**src/rtl/fifo_uart_tx_if.sv**
```systemverilog
// FIFO read-side bundle between a byte FIFO and the UART transmitter.
interface fifo_uart_tx_if;
  logic [7:0] fifo_data;
  logic       fifo_empty;
  logic       fifo_read;
  logic       fifo_enable;

  modport master (
    input  fifo_data,
    input  fifo_empty,
    output fifo_read,
    output fifo_enable
  );

  modport slave (
    output fifo_data,
    output fifo_empty,
    input  fifo_read,
    input  fifo_enable
  );
endinterface

```
**src/rtl/fifo_uart_tx.sv**
```systemverilog
// 8N1 UART transmitter that pops bytes from an external FIFO and counts finished frames.
//   state | meaning
//   IDLE  | line high, waiting for tx_enable with a non-empty FIFO
//   READ  | one-cycle pop strobe to the FIFO
//   FETCH | FIFO output now valid, byte captured at end of cycle
//   START | start bit (low)
//   DATA  | eight data bits, LSB first
//   STOP  | stop bit (high), frame counted on its last cycle
module fifo_uart_tx #(
  parameter int unsigned CLKS_PER_BIT = 868
) (
  input  logic           clock,
  input  logic           reset,
  input  logic           tx_enable,
  fifo_uart_tx_if.master fifo,
  output logic           tx,
  output logic           busy,
  output logic [15:0]    sent_count
);
  localparam int unsigned BAUD_W = (CLKS_PER_BIT > 1) ? $clog2(CLKS_PER_BIT) : 1;
  localparam logic [BAUD_W-1:0] BAUD_TC = BAUD_W'(CLKS_PER_BIT - 1);

  typedef enum logic [2:0] {
    IDLE  = 3'd0,
    READ  = 3'd1,
    FETCH = 3'd2,
    START = 3'd3,
    DATA  = 3'd4,
    STOP  = 3'd5
  } state_t;

  state_t            state;
  logic [7:0]        shift_reg;
  logic [2:0]        bit_idx;
  logic [BAUD_W-1:0] baud_cnt;
  logic [15:0]       sent_count_q;
  logic              baud_done;

  assign baud_done  = (baud_cnt == '0);
  assign sent_count = sent_count_q;

  // The captured byte is indexed rather than shifted so it stays intact for the whole frame.
  always_ff @(posedge clock) begin
    if (reset) begin
      state            <= IDLE;
      tx               <= 1'b1;
      fifo.fifo_read   <= 1'b0;
      fifo.fifo_enable <= 1'b0;
      busy             <= 1'b0;
      sent_count_q     <= '0;
      shift_reg        <= '0;
      bit_idx          <= '0;
      baud_cnt         <= '0;
    end else begin
      case (state)
        IDLE: begin
          if (tx_enable && !fifo.fifo_empty) begin
            state            <= READ;
            fifo.fifo_read   <= 1'b1;
            fifo.fifo_enable <= 1'b1;
            busy             <= 1'b1;
          end
        end
        READ: begin
          state            <= FETCH;
          fifo.fifo_read   <= 1'b0;
          fifo.fifo_enable <= 1'b0;
        end
        FETCH: begin
          state     <= START;
          shift_reg <= fifo.fifo_data;
          tx        <= 1'b0;
          baud_cnt  <= BAUD_TC;
        end
        START: begin
          if (baud_done) begin
            state    <= DATA;
            tx       <= shift_reg[0];
            bit_idx  <= '0;
            baud_cnt <= BAUD_TC;
          end else begin
            baud_cnt <= baud_cnt - 1'b1;
          end
        end
        DATA: begin
          if (baud_done) begin
            baud_cnt <= BAUD_TC;
            if (bit_idx == 3'd7) begin
              state <= STOP;
              tx    <= 1'b1;
            end else begin
              bit_idx <= bit_idx + 3'd1;
              tx      <= shift_reg[bit_idx + 3'd1];
            end
          end else begin
            baud_cnt <= baud_cnt - 1'b1;
          end
        end
        STOP: begin
          if (baud_done) begin
            state        <= IDLE;
            busy         <= 1'b0;
            sent_count_q <= sent_count_q + 16'd1;
          end else begin
            baud_cnt <= baud_cnt - 1'b1;
          end
        end
        default: begin
          state            <= IDLE;
          tx               <= 1'b1;
          fifo.fifo_read   <= 1'b0;
          fifo.fifo_enable <= 1'b0;
          busy             <= 1'b0;
        end
      endcase
    end
  end
endmodule

```
**src/flat_wrapper.sv**
```systemverilog
// flat-port wrapper written by rule: the top's interface ports become plain ports
module fifo_uart_tx_flat 
#(
  parameter int unsigned CLKS_PER_BIT = 868
)
  (clock, reset, tx_enable, tx, busy, sent_count, fifo_fifo_data, fifo_fifo_empty, fifo_fifo_read, fifo_fifo_enable);
  fifo_uart_tx_if fifo_i ();
  input  logic clock;
  input  logic reset;
  input  logic tx_enable;
  output logic tx;
  output logic busy;
  output logic [15:0] sent_count;
  input wire logic [$bits(fifo_i.fifo_data)-1:0] fifo_fifo_data;
  input wire logic [$bits(fifo_i.fifo_empty)-1:0] fifo_fifo_empty;
  output wire logic [$bits(fifo_i.fifo_read)-1:0] fifo_fifo_read;
  output wire logic [$bits(fifo_i.fifo_enable)-1:0] fifo_fifo_enable;
  assign fifo_i.fifo_data = fifo_fifo_data;
  assign fifo_i.fifo_empty = fifo_fifo_empty;
  assign fifo_fifo_read = fifo_i.fifo_read;
  assign fifo_fifo_enable = fifo_i.fifo_enable;
  fifo_uart_tx #(.CLKS_PER_BIT(CLKS_PER_BIT)) u_core (.clock(clock), .reset(reset), .tx_enable(tx_enable), .fifo(fifo_i), .tx(tx), .busy(busy), .sent_count(sent_count));
endmodule
```
**config.mk**
```make
export PLATFORM = sky130hd
export DESIGN_NAME = fifo_uart_tx_flat
export DESIGN_NICKNAME = d
export VERILOG_FILES = /design/src/rtl/fifo_uart_tx_if.sv /design/src/rtl/fifo_uart_tx.sv /design/src/flat_wrapper.sv
export SDC_FILE = /design/constraint.sdc
export NUM_CORES = 1
export LEC_CHECK = 0
export ABC_AREA = 0
export ABC_CLOCK_PERIOD_IN_PS = 1990
export CAP_MARGIN = 20
export CORE_MARGIN = 5
export CORE_UTILIZATION = 54
export DETAILED_ROUTE_END_ITERATION = 10
export PLACE_DENSITY = 0.79
export SLEW_MARGIN = 20
export SYNTH_ARGS = -nofsm -noshare
export SYNTH_HDL_FRONTEND = slang
export SYNTH_SLANG_ARGS = --single-unit
```
**constraint.sdc**
```tcl
create_clock -name clock -period 1.99 [get_ports clock]
set_input_delay 0.2985 -clock clock [delete_from_list [all_inputs] [get_ports clock]]
set_output_delay 0.2985 -clock clock [all_outputs]
set_load 0.005 [all_outputs]
```
# ---- Word level (Yosys, flattened, before mapping)
# Index checks and enable logic that the tools add are counted.
dict set report op_classes {
  addsub 3
  n_lt_le_gt_ge 1
  n_eq_ne 13
  n_mux 22
  bitwise_logic 3
  reduce_logical 17
}
# cell count
set op_table {}
lappend op_table {{$pmux W10 S3} 1}
lappend op_table {{$mux W3} 7}
lappend op_table {{$mux W10} 2}
lappend op_table {{$pmux W3 S6} 1}
lappend op_table {{$add A16 B1 Y16 const B} 1}
lappend op_table {{$logic_not A10 Y1} 1}
lappend op_table {{$ne A2 B1 Y1 const B} 5}
lappend op_table {{$sub A10 B1 Y10 const B} 1}
lappend op_table {{$eq A3 B3 Y1 const B} 3}
lappend op_table {{$reduce_or A4 Y1} 2}
lappend op_table {{$eq A3 B2 Y1 const B} 2}
lappend op_table {{$mux W1} 6}
lappend op_table {{$pmux W3 S2} 1}
lappend op_table {{$reduce_and A2 Y1} 3}
lappend op_table {{$reduce_and A3 Y1} 2}
lappend op_table {{$reduce_and A5 Y1} 1}
lappend op_table {{$lt A3 B4 Y1 const B} 1}
lappend op_table {{$ne A2 B2 Y1 const B} 2}
lappend op_table {{$pmux W1 S4} 1}
lappend op_table {{$reduce_and A4 Y1} 1}
lappend op_table {{$add A3 B1 Y3 const B} 1}
lappend op_table {{$bmux W1 S3} 1}
lappend op_table {{$eq A3 B1 Y1 const B} 1}
lappend op_table {{$logic_not A3 Y1} 1}
lappend op_table {{other kinds (9)} 11}
dict set report word_totals {
  regBits 43
  inputBits 12
  wordCells 67
}

# ---- Depth between registers and ports, before layout
# Gate-level depths: netlist of the first run.
dict set report logic_depth {
  ltp_word 6
  mapped_depth 7
}

# ---- Least setup slack after synthesis of the first run
# OpenSTA, ideal clock, no wires.
dict set report synth_timing {
  path_type {register -> register}
  from {reg u_core.bit_idx[0]}
  to {reg u_core.tx}
  arrival_ns 1.712
  t_required_ns 1.865
  path_slack_ns 0.153
  stages_incl_launch_ff 6
  n_path_buf 0
  synth_period_minus_slack_ns 1.837
  cell_sequence {dfxtp_1 -> ha_1 -> mux4_2 -> mux2_2 -> a211oi_1 -> mux2i_1}
}
dict set report synth_between {
  elab_chain_len 6
  elab_cells_between_ends 7
  cone_classes {add/sub: 1; eq/ne: 1; mux: 5}
}
# item line_no
set synth_lines {}
lappend synth_lines {{start, declared} fifo_uart_tx.sv:34} ;# logic [2:0] bit_idx;
lappend synth_lines {{start signal, assigned} fifo_uart_tx.sv:92} ;# bit_idx <= bit_idx + 3'd1;
lappend synth_lines {{$add A3 B1 Y3} fifo_uart_tx.sv:93} ;# tx <= shift_reg[bit_idx + 3'd1];
lappend synth_lines {{$bmux W1 S3} fifo_uart_tx.sv:93}
lappend synth_lines {{$mux W1 (implied by the code)} fifo_uart_tx.sv:93}
lappend synth_lines {{$mux W1 (*)} fifo_uart_tx.sv:88} ;# if (bit_idx == 3'd7) begin
lappend synth_lines {{$mux W1 (*)} fifo_uart_tx.sv:86} ;# if (baud_done) begin
lappend synth_lines {{$pmux W1 S4 (*)} fifo_uart_tx.sv:55} ;# case (state)
lappend synth_lines {{end signal, assigned} fifo_uart_tx.sv:78} ;# tx <= shift_reg[0];
lappend synth_lines {{end signal, assigned} fifo_uart_tx.sv:93}
lappend synth_lines {{end, declared} fifo_uart_tx.sv:16} ;# output logic tx,
# Every way passes the cells marked *; elsewhere a longest branch is shown, timed or not. The select of a mux whose other input is x is not followed.
# A chain may end at the register's enable or synchronous reset.

# ---- Worst setup path after layout of the first run
dict set report layout_timing {
  from {reg u_core.baud_cnt[5]}
  to {reg u_core.sent_count_q[14] (netlist: u_core.sent_count[14])}
}
dict set report layout_between {
  elab_chain_len 2
}
# item line_no
set layout_lines {}
lappend layout_lines {{start, declared} fifo_uart_tx.sv:35} ;# logic [BAUD_W-1:0] baud_cnt;
lappend layout_lines {{start signal, assigned} fifo_uart_tx.sv:82} ;# baud_cnt <= baud_cnt - 1'b1;
lappend layout_lines {{start signal, assigned} fifo_uart_tx.sv:96} ;# baud_cnt <= baud_cnt - 1'b1;
lappend layout_lines {{start signal, assigned} fifo_uart_tx.sv:105} ;# baud_cnt <= baud_cnt - 1'b1;
lappend layout_lines {{$logic_not A10 Y1} fifo_uart_tx.sv:39} ;# assign baud_done = (baud_cnt == '0);
lappend layout_lines {{$reduce_and A2 Y1 (no source line)} n/a}
lappend layout_lines {{end signal, assigned} fifo_uart_tx.sv:103} ;# sent_count_q <= sent_count_q + 16'd1;
lappend layout_lines {{end, declared} fifo_uart_tx.sv:36} ;# logic [15:0] sent_count_q;
# No other way between the ends.

==> reports/summary.txt, run 1 <==
Final Hold Fails: 0
Pleak: 0.946 nW
Worst-path cell chain: nor4_4 > nand3_2 > nor4_1 > xnor2_1 > nor2_1
Post-synth ARST share: 0%
CP max stage cell: nor4_1
Max clock buf depth: 2
Crit Reg-Reg Endpoint: u_core.sent_count[14]$_SDFFE_PP0P_
Yosys top cell by area: dfxtp_1
Die Height: 74.0 µm
Fmax: 515 MHz
Vias in the first global route: 1800
I/O pin count: 32
Layout cells sized above 1: 13.0%
Fillers: 326
Clk_skew: 0.00638 ns
Syn Area/Cell: 8.53 µm²
Kind of critical path: reg -> reg
Sink Count: 43
Vias: 1967
Setup violators final: 0
Final HPWL DP: 3.46 mm
WL final: 4.92 mm
Number of buffers created by CTS: 5
Run status: finished, final reports clean
Clk slew on worst S/H paths: 0.08 ns
Tot Pwr: 2.71 mW
Die W: 74.0 µm
Hold buffers post-CTS: 0
Most frequent cells after synthesis: dfxtp_1, nand2_1, nor2_1, a21oi_1, xnor2_1
CP endpoint kind: flop
Starting Density: 55.6%
Antenna Nets Post-Route: 0
CP required: 2.18 ns
Slowest stage delay, CP: 0.49 ns
R2R setup slack: 0.05 ns
Yosys reg bits: 43
ANT cells: 0
Max Cap Violations: 0
First-pass GRT wire length: 8.18 mm
WP data arrival: 2.13 ns
Total track usage: 19.0%
GP Congestion: 0.805
GR Overflow Total: 0
Drt wl/cell: 14.1 µm
DRT iter0 DRCs: 112
Post-synth EDFFs: 0
Mapped Nets: 275
Hold EP: u_core.shift_reg[7]$_SDFFE_PP0P_
Largest net degree at the start of global routing: 47
Reg power frac: 40.9%
Via density: 5.64
Netlist Area Pre-Place: 2210 µm²
Worst Max-Slew Pin Slew: 0.480 ns
Period utilization: 97.6%
Hold depth: 2
Fin area: 2720 µm²
Logic pwr share: 39.5%
Startpoint types: flop
Synth Warn #: 0
Setup Total Neg Slack: 0 ns
Clk Latency, worst-skew pair: 0.30 ns
Post-synth cell types: 51
DRC Markers: 0
Worst vdd ir: 0.000645 V
CTS tree: done
CTS Root Cell: clkbuf_8
Post-synth top flop: dfxtp_1
Net Switching: 1.05 mW
Met3 routed WL: 179 µm
Hold WC Path Type: reg -> reg
Sw frac: 38.8%
DRT met1 WL: 2.33 mm
Core footprint: 3970 µm²
Fin. max-slew vios: 0
Sequential share of the synthesized area: 39.0%
Die ar.: 5470 µm²
Post-Place Cell Area: 2620 µm²
I/O Buffers: 31
Reg-to-Reg Start: u_core.baud_cnt[5]$_SDFFE_PP0P_
Synth top area share: 39.0%
Initial antenna violation count: 0
Drt pass-1 iters: 5
Area grow syn2layout: 23.0%
Max Used Layer: met4
Nets@finish: 315
CP delay by family, top: simple AND/OR/NAND/NOR gates
Power Density: 998 nW/µm²
Critical path fanouts, max: 8
DR WL met2: 2.36 mm
Internal: 1.66 mW
Rel. slew slack: 68.0%
Place WS: 0.0938 ns
Syn Inst Count: 259
Synth top area cells: dfxtp_1, nand2_1, nor2_1
Clock power frac: 19.6%
R2R cell count: 5
Most common cell in the netlist: dfxtp_1
Hold Path Origin: u_core.shift_reg[7]$_SDFFE_PP0P_
Rows: 23
Largest register FFs: 16
Worst setup margin: 0.0472 ns
Buf/Inv on CP: 0
Final Critical Period: 1.94 ns
Depth of the CTS H-tree: 2
[power by group through the flow]
stage               sequential [mW]  combinational [mW]  clock, mW
floorplan                      1.10               0.772          0
global placement               1.12               0.999          0
detailed placement             1.13                1.02          0
CTS                            1.11                1.02      0.549
global route                   1.13                1.17      0.578
finish                         1.11                1.07      0.531
[worst reg2reg max path, cell delays in order (launching register included)]
cell	delay, ns
dfxtp_1	0.38
nor4_4	0.46
nand3_2	0.29
nor4_1	0.49
xnor2_1	0.17
nor2_1	0.05
[kinds of logic (layout without fill, tap and decap cells)]
kind of cell    count (synthesis)  in the layout  synth area share, %
compound gates                 47             47                 13.1
xor+xnor                       20             20                 7.93
fa+ha+maj                       4              4                 2.27
buf+inv                        20             60                 4.87
flops                          43             43                 39.0
mux                             6              6                 3.96
simple gates                  119            119                 28.9
[worst max path at each step]
stage,start,to,slack [ns],cells after the start
global route,u_core.baud_cnt[5]$_SDFFE_PP0P_,u_core.sent_count[14]$_SDFFE_PP0P_,-0.04,5
global placement,u_core.baud_cnt[2]$_SDFFE_PP0P_,u_core.sent_count[6]$_SDFFE_PP0P_,0.17,6
floorplan,u_core.bit_idx[0]$_SDFFE_PP0P_,u_core.tx$_SDFFE_PP1P_,0.15,5
CTS,u_core.baud_cnt[2]$_SDFFE_PP0P_,u_core.sent_count[5]$_SDFFE_PP0P_,0.09,6
detailed placement,u_core.baud_cnt[2]$_SDFFE_PP0P_,u_core.sent_count[5]$_SDFFE_PP0P_,0.09,6
finish,u_core.baud_cnt[5]$_SDFFE_PP0P_,u_core.sent_count[14]$_SDFFE_PP0P_,0.05,5
[what timing repair did]
action                     CTS  global route
gates resized for setup      0             2
setup endpoints to repair    0             3
buffers inserted             0             1
[routing by layer]
metal | up-vias | GRT usage [%]
li1 | 1003 | -
met1 | 923 | 26.6
met2 | 35 | 29.4
met3 | 6 | 4.19
met4 | 0 | 5.43
met5 | - | 0
[cell usage in the layout, fill, tap and decap left out, types with 4 or more instances in the layout]
cell type	instances
dfxtp_1	43
nand4_1	7
nand3_1	9
nor3_2	4
clkdlybuf4s50_1	31
nor2_1	31
nor4_1	4
nor3_1	8
clkbuf_8	5
buf_4	14
a21oi_1	21
nand2_1	32
inv_1	6
xor2_1	7
o21ai_0	7
ha_1	4
xnor2_1	13
[final cells by class]
| class | count | area [µm²] | area share [%] |
|---|---|---|---|
| Multi-Input combinational cell | 196 | 1250 | 46.0 |
| Sequential cell | 43 | 861 | 31.7 |
| Tap cell | 50 | 62.6 | 2.30 |
| Clock inverter | 2 | 13.8 | 0.506 |
| Timing Repair Buffer | 46 | 435 | 16.0 |
| Clock buffer | 5 | 68.8 | 2.53 |
| Inverter | 7 | 26.3 | 0.967 |
[per-stage QoR]
stage / util, % / instances / hold WS, ns
3_5_place_dp: 65.9 / 341 / 0.447
4_1_cts: 68.0 / 348 / 0.459
5_1_grt: 68.4 / 349 / 0.488
2_1_floorplan: - / 259 / 0.433
3_3_place_gp: 65.9 / 341 / 0.442
6_report: 68.4 / 349 / 0.457
Note: power is estimated with default switching activity, not from simulation.
==> run 2: changes to the inputs <==
ABC_CLOCK_PERIOD_IN_PS = not set   (was 1990)
CORE_MARGIN = 2   (was 5)
==> run 2 against run 1 <==
  * Sequential share of layout area rose by 0.16 points
  * Via count rose by 0.51%
  * Global-route usage rose by 3.6 points
  * Routed wire length fell by 2.0%
  * Cell area fell by 0.51%
  * Final cell count did not move
  * Clock skew fell by 0.0033 ns
  * Power fell by 0.92%
==> reports/summary.txt, run 2 (same netlist as run 1, synthesis figures left out) <==
Antenna Nets Post-Route: 0 (unchanged)
Crit Reg-Reg Endpoint: u_core.sent_count[3]$_SDFFE_PP0P_
Most frequent cells in the layout: dfxtp_1, nor2_1, nand2_1
Kind of critical path: reg -> reg
Run status: finished, final reports clean
Drt wl/cell: 13.8 µm (-2.0%)
Total track usage: 22.6% (+3.6 points)
Most common cell after layout, fill and taps aside: dfxtp_1
Hold WC Path Type: reg -> reg
Final HPWL DP: 3.47 mm (+0.20%)
Worst Max-Slew Pin Slew: 0.431 ns (-0.0493 ns)
Post-cts resize count: 0 (unchanged)
Via density: 5.66 (+0.51%)
Vias in the first global route: 1804 (+0.22%)
Startpoint types: flop
CTS tree: done
Unrepaired setup endpoints after global routing: yes
Largest register FFs: 16 (unchanged)
Hold Path Origin: u_core.shift_reg[3]$_SDFFE_PP0P_
Hold depth: 2 (unchanged)
WP data arrival: 2.09 ns (-0.04 ns)
Number of buffers created by CTS: 5 (unchanged)
I/O Buffers: 31 (unchanged)
Period utilization: 93.6% (-4.0 points)
Fin. max-slew vios: 0 (unchanged)
GP Congestion: 0.813 (+1.1%)
DRC Markers: 0 (unchanged)
WL final: 4.82 mm (-2.0%)
Post-Place Cell Area: 2620 µm² (unchanged)
Rel. slew slack: 71.1% (+3.1 points)
Initial antenna violation count: 0 (unchanged)
Worst setup margin: 0.128 ns (+0.0804 ns)
Final Critical Period: 1.86 ns (-0.0804 ns)
ANT cells: 0 (unchanged)
CTS Root Cell: clkbuf_8
Power Density: 993 nW/µm² (-0.41%)
Fmax: 537 MHz (+4.3%)
Vias: 1977 (+0.51%)
GR Overflow Total: 0 (unchanged)
Depth of the CTS H-tree: 2 (unchanged)
Hold_ws: 0.459 ns (+0.00226 ns)
Final Hold Fails: 0 (unchanged)
Setup Buffers After CTS: 0 (unchanged)
First-pass GRT wire length: 7.99 mm (-2.4%)
Drt pass-1 iters: 4 (-1)
Max Cap Violations: 0 (unchanged)
Final core occ: 68.1% (-0.35 points)
Fillers: 338 (+3.7%)
R2R cell count: 5 (unchanged)
Pleak: 0.938 nW (-0.85%)
Hold buffers post-CTS: 0 (unchanged)
Area grow syn2layout: 22.4%
Hold EP: u_core.shift_reg[3]$_SDFFE_PP0P_
Max clock buf depth: 2 (unchanged)
Nets@finish: 314 (-0.32%)
Largest net degree at the start of global routing: 47 (unchanged)
Place WS: 0.113 ns (+0.0189 ns)
Worst vdd ir: 0.000611 V (-5.2%)
Setup Total Neg Slack: 0 ns (unchanged)
Die W: 68.0 µm (-8.1%)
Fin area: 2700 µm² (-0.51%)
CP endpoint kind: flop
Sink Count: 43 (unchanged)
Tot Pwr: 2.69 mW (-0.92%)
Non-Filler Instances: 349 (unchanged)
Clk slew on worst S/H paths: 0.08 ns (about the same)
Placed insts: 341 (unchanged)
Die Height: 68.0 µm (-8.1%)
Rows: 23 (unchanged)
Critical path fanouts, max: 7 (-1)
Die ar.: 4620 µm² (-16%)
Reg-to-Reg Start: u_core.baud_cnt[4]$_SDFFE_PP0P_
R2R setup slack: 0.13 ns (+0.08 ns)
Clk Latency, worst-skew pair: 0.29 ns (about the same)
DRT iter0 DRCs: 121 (+8.0%)
Setup violators final: 0 (unchanged)
Starting Density: 55.6% (unchanged)
CP required: 2.22 ns (+0.04 ns)
Core footprint: 3970 µm² (unchanged)
I/O pin count: 32 (unchanged)
Layout cells sized above 1: 12.0% (-1.0 points)
Clk_skew: 0.00310 ns (-0.00328 ns)
run 2: cell count changes in the layout (fill, tap and decap cells not counted):
| cell | delta |
|---|---|
| clkbuf_1 | +1 |
| buf_4 | -1 |
| clkinv_4 | -1 |
| clkinvlp_4 | +1 |
| nor2_1 | +1 |
| nor4_1 | +1 |
| nor2_2 | -1 |
| nor4_2 | -1 |
run 2: area by class of cell:
| cell class | count | area (µm²) | area share (%) |
|---|---|---|---|
| clock inverter | 2 | 12.5 | 0.463 |
| timing repair buffer | 45 | 428 | 15.8 |
| multi-input combinational | 196 | 1240 | 45.9 |
| inverter | 7 | 26.3 | 0.972 |
| sequential | 43 | 861 | 31.8 |
| tap | 50 | 62.6 | 2.31 |
| clock buffer | 6 | 72.6 | 2.68 |
run 2: power by group:
part	total (mW)	internal, mW	switching (mW)
Sequential	1.11	0.974	0.137
Combinational	1.03	0.423	0.608
Clock	0.545	0.245	0.299
run 2: worst max path at each step:
stage	to	slack (ns)	startpoint
finish	u_core.sent_count[3]$_SDFFE_PP0P_	0.13	u_core.baud_cnt[4]$_SDFFE_PP0P_
floorplan	u_core.tx$_SDFFE_PP1P_	0.15	u_core.bit_idx[0]$_SDFFE_PP0P_
global route	u_core.baud_cnt[3]$_SDFFE_PP0P_	-0.02	u_core.baud_cnt[0]$_SDFFE_PP0P_
CTS	u_core.sent_count[3]$_SDFFE_PP0P_	0.09	u_core.baud_cnt[2]$_SDFFE_PP0P_
detailed placement	u_core.sent_count[3]$_SDFFE_PP0P_	0.11	u_core.baud_cnt[2]$_SDFFE_PP0P_
global placement	u_core.sent_count[6]$_SDFFE_PP0P_	0.18	u_core.baud_cnt[2]$_SDFFE_PP0P_
run 2: critical path, stage by stage (launching register included):
cell	delay [ns]
dfxtp_1	0.36
nor4_4	0.44
nand4_2	0.28
buf_4	0.24
or3_1	0.34
a21oi_1	0.14
run 2: routing by layer:
| layer | GRT usage [%] | vias up | wire length (µm) |
|---|---|---|---|
| met4 | 5.25 | 0 | 41 |
| met5 | 0 | - | 0 |
| li1 | - | 1006 | - |
| met1 | 30.2 | 923 | 2260 |
| met2 | 36.8 | 43 | 2280 |
| met3 | 5.43 | 5 | 237 |
==> run 3: changes to the inputs <==
CORE_UTILIZATION = 49   (was 54)
PLACE_DENSITY = 0.76   (was 0.79)
clock period = 1.65 ns   (was 1.99 ns; I/O delays follow)
==> run 3 against run 2 <==
  * The flow now finishes with violations (setup timing)
  * Critical path depth unchanged
  * Setup slack got worse by 0.26 ns
  * Sequential share of layout area decreased by 5.5 points
  * Largest cell class unchanged
  * Highest routed layer unchanged
==> reports/summary.txt, run 3 (same netlist as run 1, synthesis figures left out) <==
Die ar.: 5060 µm² (+9.6%)
Register area: 873 µm² (+1.5%)
Rel. slew slack: 74.8% (+3.7 points)
Worst vdd ir: 0.000997 V (+63%)
I/O Buffers: 31 (unchanged)
Vias: 2267 (+15%)
Reg-to-Reg Start: u_core.bit_idx[0]$_SDFFE_PP0P_
GP Congestion: 0.885 (+8.8%)
Hold Path Origin: u_core.shift_reg[7]$_SDFFE_PP0P_
DRT iter0 DRCs: 205 (+69%)
Final Hold Fails: 0 (unchanged)
Pleak: 1.27 nW (+35%)
Place WS: -0.126 ns (-0.239 ns)
Final Critical Period: 1.79 ns (-0.0758 ns)
Depth of the CTS H-tree: 2 (unchanged)
Clk_skew: 0.00466 ns (+0.00156 ns)
Worst Max-Slew Pin Slew: 0.377 ns (-0.0534 ns)
Die W: 71.2 µm (+4.7%)
Drt pass-1 iters: 5 (+1)
Critical path launch point: u_core.bit_idx[0]$_SDFFE_PP0P_
Unrepaired setup endpoints after global routing: yes
Clk slew on worst S/H paths: 0.09 ns (about the same)
Kind of critical path: reg -> reg
Max Cap Violations: 0 (unchanged)
Post-Place Cell Area: 2840 µm² (+8.6%)
Sink Count: 43 (unchanged)
Layout cells sized above 1: 34.0% (+22 points)
Period utilization: 108% (+15 points)
Initial antenna violation count: 0 (unchanged)
Largest register FFs: 16 (unchanged)
Power Density: 1390 nW/µm² (+40%)
I/O pin count: 32 (unchanged)
Placed insts: 367 (+7.6%)
Via density: 5.86 (+3.4%)
Hold WC Path Type: reg -> reg
Antenna Nets Post-Route: 0 (unchanged)
CP endpoint kind: flop
Setup Total Neg Slack: -0.890 ns (-0.890 ns)
ANT cells: 0 (unchanged)
CTS tree: done
Max clock buf depth: 2 (unchanged)
WL final: 6.38 mm (+32%)
Non-Filler Instances: 387 (+11%)
Starting Density: 50.7% (-4.9 points)
Total track usage: 23.5% (+0.89 points)
Vias in the first global route: 2046 (+13%)
Area grow syn2layout: 50.1%
Core footprint: 4350 µm² (+9.6%)
WP data arrival: 1.98 ns (-0.11 ns)
Clk Latency, worst-skew pair: 0.30 ns (about the same)
DRC Markers: 0 (unchanged)
Number of buffers created by CTS: 5 (unchanged)
Nets@finish: 350 (+11%)
Fillers: 276 (-18%)
Fin area: 3320 µm² (+23%)
Startpoint types: flop
Worst setup margin: -0.137 ns (-0.264 ns)
CP required: 1.84 ns (-0.38 ns)
Multi-input logic area: 1540 µm² (+24%)
Final HPWL DP: 3.88 mm (+12%)
GR Overflow Total: 0 (unchanged)
Critical path fanouts, max: 2 (-5)
Rows: 24 (+4.3%)
Most common cell after layout, fill and taps aside: buf_4
Fmax: 560 MHz (+4.2%)
CTS Root Cell: clkbuf_8
Failing checks: setup timing
First-pass GRT wire length: 9.50 mm (+19%)
Drt wl/cell: 16.5 µm (+19%)
Setup violators final: 19 (+19)
Fin. max-slew vios: 0 (unchanged)
Most frequent cells in the layout: buf_4, dfxtp_1, nor2_1, clkdlybuf4s50_1, nand2_1
Run status: finished, violations left
Largest net degree at the start of global routing: 47 (unchanged)
Die Height: 71.2 µm (+4.7%)
-- run 3: through the flow --
step	power, mW	util [%]	hold slack [ns]
after floorplan	2.28	-	0.383
after global placement	2.97	65.3	0.443
after detailed placement	3.01	65.3	0.451
after CTS	4.08	70.9	0.464
after global routing	4.80	76.1	0.486
final	4.61	76.1	0.464
-- run 3: final cells by class --
cell class | instances | area share (%)
Clock inverter | 3 | 0.566
Multi-Input combinational cell | 196 | 46.5
Tap cell | 52 | 1.96
Sequential cell | 43 | 26.3
Inverter | 7 | 0.792
Timing Repair Buffer | 81 | 21.7
Clock buffer | 5 | 2.08
-- run 3: path summary, 6_finish.rpt --
check                                                         to  slack [ns]  depth (start not counted)
worst max-delay path                      u_core.tx$_SDFFE_PP1P_       -0.14                          5
worst min-delay path            u_core.shift_reg[7]$_SDFFE_PP0P_        0.46                          2
worst max register to register            u_core.tx$_SDFFE_PP1P_       -0.14                          5
worst min register to register  u_core.shift_reg[7]$_SDFFE_PP0P_        0.46                          2
-- run 3: timing repair --
item | 4_1_cts | 5_1_grt
setup endpoints to repair | 27 | 30
buffers inserted | 6 | 6
pin swaps | 8 | 23
cloned | 0 | 0
gates resized for setup | 23 | 38
hold buffers | 0 | 0
-- run 3: routing by layer --
metal | GRT usage (%) | vias to the layer above | part of all wire (%)
met5 | 0 | - | 0
met1 | 31.4 | 1092 | 42
met3 | 4.27 | 10 | 5.2
met2 | 39.0 | 91 | 51
met4 | 6.29 | 0 | 1.7
li1 | - | 1074 | -
-- run 3: critical path: stages, from the launching register on --
cell      delay (ns)
dfxtp_4         0.36
ha_4            0.27
mux4_2          0.50
mux2_4          0.28
a211oi_2        0.18
mux2i_1         0.09
-- run 3: power breakdown --
part / internal (mW) / switching, mW
combinational: 1.29 / 1.32
clock: 0.296 / 0.395
sequential: 1.18 / 0.131
total: 2.77 / 1.85
